==> src/rtl/ram_access_arbiter_if.sv <==
// Bundle of the requester-side and RAM-side signals of the RAM access arbiter.
// The master modport is the environment (requesters plus RAM); slave is the arbiter.
interface ram_access_arbiter_if #(
  parameter int ADDR_W = 9,
  parameter int DATA_W = 32
);
  logic              fetchReq;
  logic [ADDR_W-1:0] fetchAddress;
  logic              fetchDone;
  logic              fetchErr;
  logic              dataReq;
  logic              dataRW;
  logic [1:0]        dataSize;
  logic [ADDR_W-1:0] dataAddress;
  logic [DATA_W-1:0] dataWrData;
  logic              dataDone;
  logic              dataErr;
  logic [DATA_W-1:0] rdData;
  logic              busy;
  logic              ramMFA;
  logic              ramRW;
  logic [1:0]        ramDataSize;
  logic [ADDR_W-1:0] ramAddress;
  logic [DATA_W-1:0] ramDataOut;
  logic [DATA_W-1:0] ramDataIn;
  logic              ramMFC;

  modport master (
    output fetchReq, fetchAddress, dataReq, dataRW, dataSize, dataAddress, dataWrData,
           ramDataIn, ramMFC,
    input  fetchDone, fetchErr, dataDone, dataErr, rdData, busy,
           ramMFA, ramRW, ramDataSize, ramAddress, ramDataOut
  );

  modport slave (
    input  fetchReq, fetchAddress, dataReq, dataRW, dataSize, dataAddress, dataWrData,
           ramDataIn, ramMFC,
    output fetchDone, fetchErr, dataDone, dataErr, rdData, busy,
           ramMFA, ramRW, ramDataSize, ramAddress, ramDataOut
  );
endinterface

==> src/rtl/ram_access_arbiter.sv <==
// Shares one MFA/MFC RAM port between instruction fetch and data load/store,
// with round-robin tie-breaking, alignment checking and per-phase handshake timeouts.
module ram_access_arbiter #(
  parameter int ADDR_W  = 9,
  parameter int DATA_W  = 32,
  parameter int TIMEOUT = 15,
  parameter int TO_W    = 4
) (
  input  logic                  Clk,
  input  logic                  reset,
  ram_access_arbiter_if.slave   bus
);

  // IDLE arbitrate | ISSUE MFA high, wait MFC | RELEASE wait MFC low | DONE pulse Done/Err
  typedef enum logic [1:0] {IDLE, ISSUE, RELEASE, DONE} state_t;

  localparam logic [TO_W-1:0] TO_LAST = TO_W'(TIMEOUT);
  localparam logic [TO_W-1:0] TO_ONE  = TO_W'(1);

  state_t            state;
  logic [TO_W-1:0]   toCount;
  logic              errFlag;
  logic              ownerData;
  logic              lastGrant;   // 1 = data was granted last

  logic              grantAny;
  logic              grantData;
  logic              selRW;
  logic [1:0]        selSize;
  logic [ADDR_W-1:0] selAddr;
  logic              badReq;
  logic              finishErr;

  always_comb begin
    grantAny  = bus.fetchReq | bus.dataReq;
    grantData = (bus.fetchReq && bus.dataReq) ? ~lastGrant : bus.dataReq;
    selAddr   = grantData ? bus.dataAddress : bus.fetchAddress;
    selRW     = grantData ? bus.dataRW : 1'b1;
    selSize   = grantData ? bus.dataSize : 2'b10;
    unique case (selSize)
      2'b00:   badReq = 1'b0;
      2'b01:   badReq = selAddr[0];
      2'b10:   badReq = (selAddr[1:0] != 2'b00);
      default: badReq = 1'b1;
    endcase
    // Leaving RELEASE with MFC still high can only mean the release phase timed out.
    finishErr = errFlag | bus.ramMFC;
  end

  always_ff @(posedge Clk) begin
    if (reset) begin
      state           <= IDLE;
      toCount         <= '0;
      errFlag         <= 1'b0;
      ownerData       <= 1'b0;
      lastGrant       <= 1'b0;
      bus.fetchDone   <= 1'b0;
      bus.fetchErr    <= 1'b0;
      bus.dataDone    <= 1'b0;
      bus.dataErr     <= 1'b0;
      bus.rdData      <= '0;
      bus.busy        <= 1'b0;
      bus.ramMFA      <= 1'b0;
      bus.ramRW       <= 1'b0;
      bus.ramDataSize <= 2'b00;
      bus.ramAddress  <= '0;
      bus.ramDataOut  <= '0;
    end else begin
      bus.fetchDone <= 1'b0;
      bus.fetchErr  <= 1'b0;
      bus.dataDone  <= 1'b0;
      bus.dataErr   <= 1'b0;
      unique case (state)
        IDLE: begin
          if (grantAny) begin
            bus.ramAddress  <= selAddr;
            bus.ramRW       <= selRW;
            bus.ramDataSize <= selSize;
            bus.ramDataOut  <= grantData ? bus.dataWrData : '0;
            ownerData       <= grantData;
            lastGrant       <= grantData;
            bus.busy        <= 1'b1;
            if (badReq) begin
              errFlag      <= 1'b1;
              bus.fetchErr <= ~grantData;
              bus.dataErr  <= grantData;
              state        <= DONE;
            end else begin
              errFlag    <= 1'b0;
              bus.ramMFA <= 1'b1;
              toCount    <= TO_ONE;
              state      <= ISSUE;
            end
          end
        end
        ISSUE: begin
          if (bus.ramMFC) begin
            if (bus.ramRW) bus.rdData <= bus.ramDataIn;
            bus.ramMFA <= 1'b0;
            toCount    <= TO_ONE;
            state      <= RELEASE;
          end else if (toCount == TO_LAST) begin
            errFlag    <= 1'b1;
            bus.ramMFA <= 1'b0;
            toCount    <= TO_ONE;
            state      <= RELEASE;
          end else begin
            toCount <= toCount + TO_ONE;
          end
        end
        RELEASE: begin
          if (!bus.ramMFC || toCount == TO_LAST) begin
            errFlag       <= finishErr;
            bus.fetchDone <= ~ownerData & ~finishErr;
            bus.fetchErr  <= ~ownerData &  finishErr;
            bus.dataDone  <=  ownerData & ~finishErr;
            bus.dataErr   <=  ownerData &  finishErr;
            state         <= DONE;
          end else begin
            toCount <= toCount + TO_ONE;
          end
        end
        DONE: begin
          bus.busy <= 1'b0;
          state    <= IDLE;
        end
        default: state <= IDLE;
      endcase
    end
  end

endmodule

==> src/flat_wrapper.sv <==
// flat-port wrapper written by rule: the top's interface ports become plain ports
module ram_access_arbiter_flat 
#(
  parameter int ADDR_W  = 9,
  parameter int DATA_W  = 32,
  parameter int TIMEOUT = 15,
  parameter int TO_W    = 4
)
  (Clk, reset, bus_fetchReq, bus_fetchAddress, bus_dataReq, bus_dataRW, bus_dataSize, bus_dataAddress, bus_dataWrData, bus_ramDataIn, bus_ramMFC, bus_fetchDone, bus_fetchErr, bus_dataDone, bus_dataErr, bus_rdData, bus_busy, bus_ramMFA, bus_ramRW, bus_ramDataSize, bus_ramAddress, bus_ramDataOut);
  ram_access_arbiter_if #(.ADDR_W(ADDR_W), .DATA_W(DATA_W)) bus_i ();
  input  logic Clk;
  input  logic reset;
  input wire logic [$bits(bus_i.fetchReq)-1:0] bus_fetchReq;
  input wire logic [$bits(bus_i.fetchAddress)-1:0] bus_fetchAddress;
  input wire logic [$bits(bus_i.dataReq)-1:0] bus_dataReq;
  input wire logic [$bits(bus_i.dataRW)-1:0] bus_dataRW;
  input wire logic [$bits(bus_i.dataSize)-1:0] bus_dataSize;
  input wire logic [$bits(bus_i.dataAddress)-1:0] bus_dataAddress;
  input wire logic [$bits(bus_i.dataWrData)-1:0] bus_dataWrData;
  input wire logic [$bits(bus_i.ramDataIn)-1:0] bus_ramDataIn;
  input wire logic [$bits(bus_i.ramMFC)-1:0] bus_ramMFC;
  output wire logic [$bits(bus_i.fetchDone)-1:0] bus_fetchDone;
  output wire logic [$bits(bus_i.fetchErr)-1:0] bus_fetchErr;
  output wire logic [$bits(bus_i.dataDone)-1:0] bus_dataDone;
  output wire logic [$bits(bus_i.dataErr)-1:0] bus_dataErr;
  output wire logic [$bits(bus_i.rdData)-1:0] bus_rdData;
  output wire logic [$bits(bus_i.busy)-1:0] bus_busy;
  output wire logic [$bits(bus_i.ramMFA)-1:0] bus_ramMFA;
  output wire logic [$bits(bus_i.ramRW)-1:0] bus_ramRW;
  output wire logic [$bits(bus_i.ramDataSize)-1:0] bus_ramDataSize;
  output wire logic [$bits(bus_i.ramAddress)-1:0] bus_ramAddress;
  output wire logic [$bits(bus_i.ramDataOut)-1:0] bus_ramDataOut;
  assign bus_i.fetchReq = bus_fetchReq;
  assign bus_i.fetchAddress = bus_fetchAddress;
  assign bus_i.dataReq = bus_dataReq;
  assign bus_i.dataRW = bus_dataRW;
  assign bus_i.dataSize = bus_dataSize;
  assign bus_i.dataAddress = bus_dataAddress;
  assign bus_i.dataWrData = bus_dataWrData;
  assign bus_i.ramDataIn = bus_ramDataIn;
  assign bus_i.ramMFC = bus_ramMFC;
  assign bus_fetchDone = bus_i.fetchDone;
  assign bus_fetchErr = bus_i.fetchErr;
  assign bus_dataDone = bus_i.dataDone;
  assign bus_dataErr = bus_i.dataErr;
  assign bus_rdData = bus_i.rdData;
  assign bus_busy = bus_i.busy;
  assign bus_ramMFA = bus_i.ramMFA;
  assign bus_ramRW = bus_i.ramRW;
  assign bus_ramDataSize = bus_i.ramDataSize;
  assign bus_ramAddress = bus_i.ramAddress;
  assign bus_ramDataOut = bus_i.ramDataOut;
  ram_access_arbiter #(.ADDR_W(ADDR_W), .DATA_W(DATA_W), .TIMEOUT(TIMEOUT), .TO_W(TO_W)) u_core (.Clk(Clk), .reset(reset), .bus(bus_i));
endmodule
==> config.mk <==
export PLATFORM = sky130hd
export DESIGN_NAME = ram_access_arbiter_flat
export DESIGN_NICKNAME = d
export VERILOG_FILES = /design/src/rtl/ram_access_arbiter_if.sv /design/src/rtl/ram_access_arbiter.sv /design/src/flat_wrapper.sv
export SDC_FILE = /design/constraint.sdc
export NUM_CORES = 1
export LEC_CHECK = 0
export CORE_ASPECT_RATIO = 0.7
export CORE_MARGIN = 5
export CORE_UTILIZATION = 40
export DETAILED_ROUTE_END_ITERATION = 6
export PLACE_DENSITY = 0.83
export SYNTH_ARGS = -nofsm -noshare
export SYNTH_HDL_FRONTEND = slang
export SYNTH_SLANG_ARGS = --single-unit
==> constraint.sdc <==
create_clock -name Clk -period 2 [get_ports Clk]
set_input_delay 0.4 -clock Clk [delete_from_list [all_inputs] [get_ports Clk]]
set_output_delay 0.4 -clock Clk [all_outputs]
set_load 0.03 [all_outputs]
==> flow_metrics.env <==
export IMPL_synth_seq_cells=90
export IMPL_routed_wl_um=10500
export IMPL_clockRootBuffer="clkbuf_16"
export IMPL_ys_seq_area_share_pct=52.0
export IMPL_setup_violations=0
export IMPL_dieWidth_um=121
export IMPL_crit_path_end_kind="register"
export IMPL_slew_viol_final=0
export IMPL_post_route_drc_count=0
export IMPL_grt_overflow=0
export IMPL_area_delta_synth_final_pct=64.0
export IMPL_critPathLaunchType="register"
export IMPL_worst_pin_slew_ns=0.381
export IMPL_cp_max_fo=6
export IMPL_initial_core_util_pct=41.1
export IMPL_grt_pass1_wl_um=16600
export IMPL_p_sw_share_pct=35.8
export IMPL_h_tree_depth=3
export IMPL_viasPerCell=5.08
export IMPL_clock_path_buffers=2
export IMPL_layout_drive_gt1_share_pct=7.40
export IMPL_io_buffers=171
export IMPL_rr_endpoint="u_core.toCount[2]"
export IMPL_p_comb_share_pct=40.5
export IMPL_p_leak_nw=2.08
export IMPL_dr_first_iter_drc_count=184
export IMPL_path_cells="ha_1 -> and3_4 -> a2111o_1 -> a21oi_4 -> o22ai_1 -> a22o_2"
export IMPL_clkPwrFrac_pct=25.4
export IMPL_hold_violations=0
export IMPL_cts_sinks=90
export IMPL_fin_util_pct=67.4
export IMPL_slowest_stage="a2111o_1"
export IMPL_ant_nets=0
export IMPL_dp_hpwl_um=7710
export IMPL_rsz0062_at_grt="no"
export IMPL_async_reset_ff_share_pct=0
export IMPL_ir_worst_vdd_v=0.000799
export IMPL_cts_buffers=9
export IMPL_worstPathArrival_ns=2.11
export IMPL_nets=671
export IMPL_ys_types=44
export IMPL_clk_pin_slew_ns=0.06
export IMPL_vias=3561
export IMPL_post_cts_buffers=0
export IMPL_ys_warn_count=0
export IMPL_cp_required_ns=2.23
export IMPL_synth_area_per_cell_um2=8.56
export IMPL_cap_viol_max_count=0
export IMPL_crit_type="register to register"
export IMPL_antenna_found_initial=0
export IMPL_grt_max_degree=91
export IMPL_regToRegSetupSlack_ns=0.12
export IMPL_final_cell_area_um2=5690
export IMPL_p_sw_mw=2.35
export IMPL_std_cell_rows=28
export IMPL_synth_nets=500
export IMPL_slew_headroom_pct=74.6
export IMPL_hold_end="u_core.bus.ramAddress[7]"
export IMPL_status="finished clean"
export IMPL_period_share_pct=93.8
export IMPL_wl_per_cell_um=15.0
export IMPL_routabilityCongestion=0.861
export IMPL_max_clock_freq_mhz=533
export IMPL_grt_pass1_vias=3442
export IMPL_hold_class="register to register"
export IMPL_syn_inst=405
export IMPL_p_per_area_nw_per_um2=1160
export IMPL_fp_dieArea_um2=10700
export IMPL_n_antenna_cell=0
export IMPL_setup_ws_ns=0.124
export IMPL_syn_area_um2=3470
export IMPL_grt_use_total_pct=19.3
export IMPL_core_area_um2=8440
export IMPL_fin_crit_ns=1.88
export IMPL_p_total_mw=6.58
export IMPL_fin_skew_ns=0.00559
export IMPL_cpPeakStageDelay_ns=0.44
export IMPL_clock_latency_ns=0.34
export IMPL_min_path_cells=2
export IMPL_drt_pre_antenna_iters=4
export IMPL_internal_power_mw=4.23
export IMPL_cts_tree="yes"
export IMPL_synth_flop_cell="dfxtp_1"
export IMPL_preCtsSetupSlack_ns=-0.0492
export IMPL_reg2reg_depth=6
export IMPL_worst_hold_startpoint="u_core.bus.ramAddress[7]"
export IMPL_p_seq_share_pct=34.1
export IMPL_die_h_um=87.9
export IMPL_synth_edff_count=0
export IMPL_postPlaceCellArea_um2=5390
export IMPL_pin_count=172
export IMPL_r2r_start="u_core.toCount[0]"
## repair_timing
item / in CTS / in global routing
hold buffers: 0 / 0
setup endpoints to repair: 0 / 4
resized for setup: 0 / 1
## cells in the mapped netlist, types with 2 or more instances
cell type | number | share of area [%]
a211oi_1 | 2 | 0.43
a21oi_1 | 48 | 6.9
a22oi_1 | 33 | 7.1
a311oi_1 | 4 | 1.0
a32oi_1 | 7 | 1.8
buf_2 | 9 | 1.3
clkbuf_1 | 19 | 2.1
dfxtp_1 | 90 | 52
ha_1 | 5 | 1.8
inv_1 | 6 | 0.65
mux2i_1 | 3 | 0.87
nand2_1 | 83 | 9.0
nand3_1 | 2 | 0.29
nor2_1 | 54 | 5.8
nor2b_1 | 2 | 0.36
nor3b_1 | 3 | 0.65
o21ai_0 | 4 | 0.58
o21ai_1 | 2 | 0.29
o22ai_1 | 4 | 0.72
## cell usage in the layout, fill, tap and decap left out, drive strengths merged, types with 6 or more instances in the layout
master	synthesis	routed
a22oi	33	33
a21oi	49	49
nand2	83	83
dfxtp	90	90
clkbuf	19	12
inv	6	6
buf	10	19
o21ai	6	6
a32oi	7	7
nor2	54	54
clkdlybuf4s50	0	170
## layout make-up
| type | instances | area (um2) |
|---|---|---|
| fillers | 681 | 2760 |
| repair buffers | 189 | 1890 |
| flip-flops and latches | 90 | 1800 |
| multi-input cells | 280 | 1520 |
| clock buffers | 12 | 246 |
| well taps | 120 | 150 |
| clock inverters | 4 | 51.3 |
| inverters | 6 | 22.5 |
## per-layer routing
metal | GRT usage [%] | share of wire, %
met1 | 22.4 | 41
met4 | 4.17 | 0.90
met3 | 8.97 | 9.6
met5 | 0 | 0
met2 | 33.1 | 48
## critical path, delay by kind of cell, from the launching register on
kind	cells	cell delay (ns)
and+or+nand+nor	1	0.21
adders and majority gates	1	0.24
AOI/OAI and AO/OA	4	1.00
DFF	1	0.33
## flip-flops by register name, summed over array words and instances, names as in the netlist, 2 cells and up
register / flops
u_core.bus.rdData: 32
u_core.bus.ramAddress: 9
u_core.bus.ramDataSize: 2
u_core.bus.ramDataOut: 32
u_core.state: 2
u_core.toCount: 4
## how the worst max path moves through the flow
| stage | slack, ns | cells past startpoint | to | from |
|---|---|---|---|---|
| after floorplan | 0.22 | 7 | u_core.toCount[2] | u_core.state[0] |
| after global placement | -0.009 | 6 | u_core.toCount[2] | bus_dataReq |
| after detailed placement | -0.05 | 6 | u_core.toCount[2] | bus_dataReq |
| after CTS | 0.07 | 7 | u_core.toCount[2] | u_core.state[0] |
| after global routing | 0.03 | 7 | u_core.toCount[2] | u_core.state[0] |
| final | 0.12 | 6 | u_core.toCount[2] | u_core.toCount[0] |
## through the flow
stage	setup TNS, ns	hold slack [ns]	cells
after floorplan	0	0.459	405
after global placement	-0.00897	0.438	685
after CTS	0	0.453	701
after detailed placement	-0.139	0.445	685
final	0	0.450	701
after global routing	0	0.470	701
## kinds of logic after synthesis
family / Yosys count / share of synthesized area [%]
flops: 90 / 52.0
fa+ha+maj: 5 / 1.80
compound gates: 116 / 22.2
buf+inv: 35 / 4.33
mux: 3 / 0.866
simple gates: 156 / 18.8
## power groups by stage
stage	Combinational (mW)	Sequential [mW]	Clock (mW)
5_1_grt	2.87	2.28	1.79
3_3_place_gp	2.60	2.27	0
6_report	2.67	2.25	1.67
2_1_floorplan	1.10	2.72	0
3_5_place_dp	2.65	2.28	0
4_1_cts	2.68	2.25	1.72
Power figures use the tool's default switching activity.
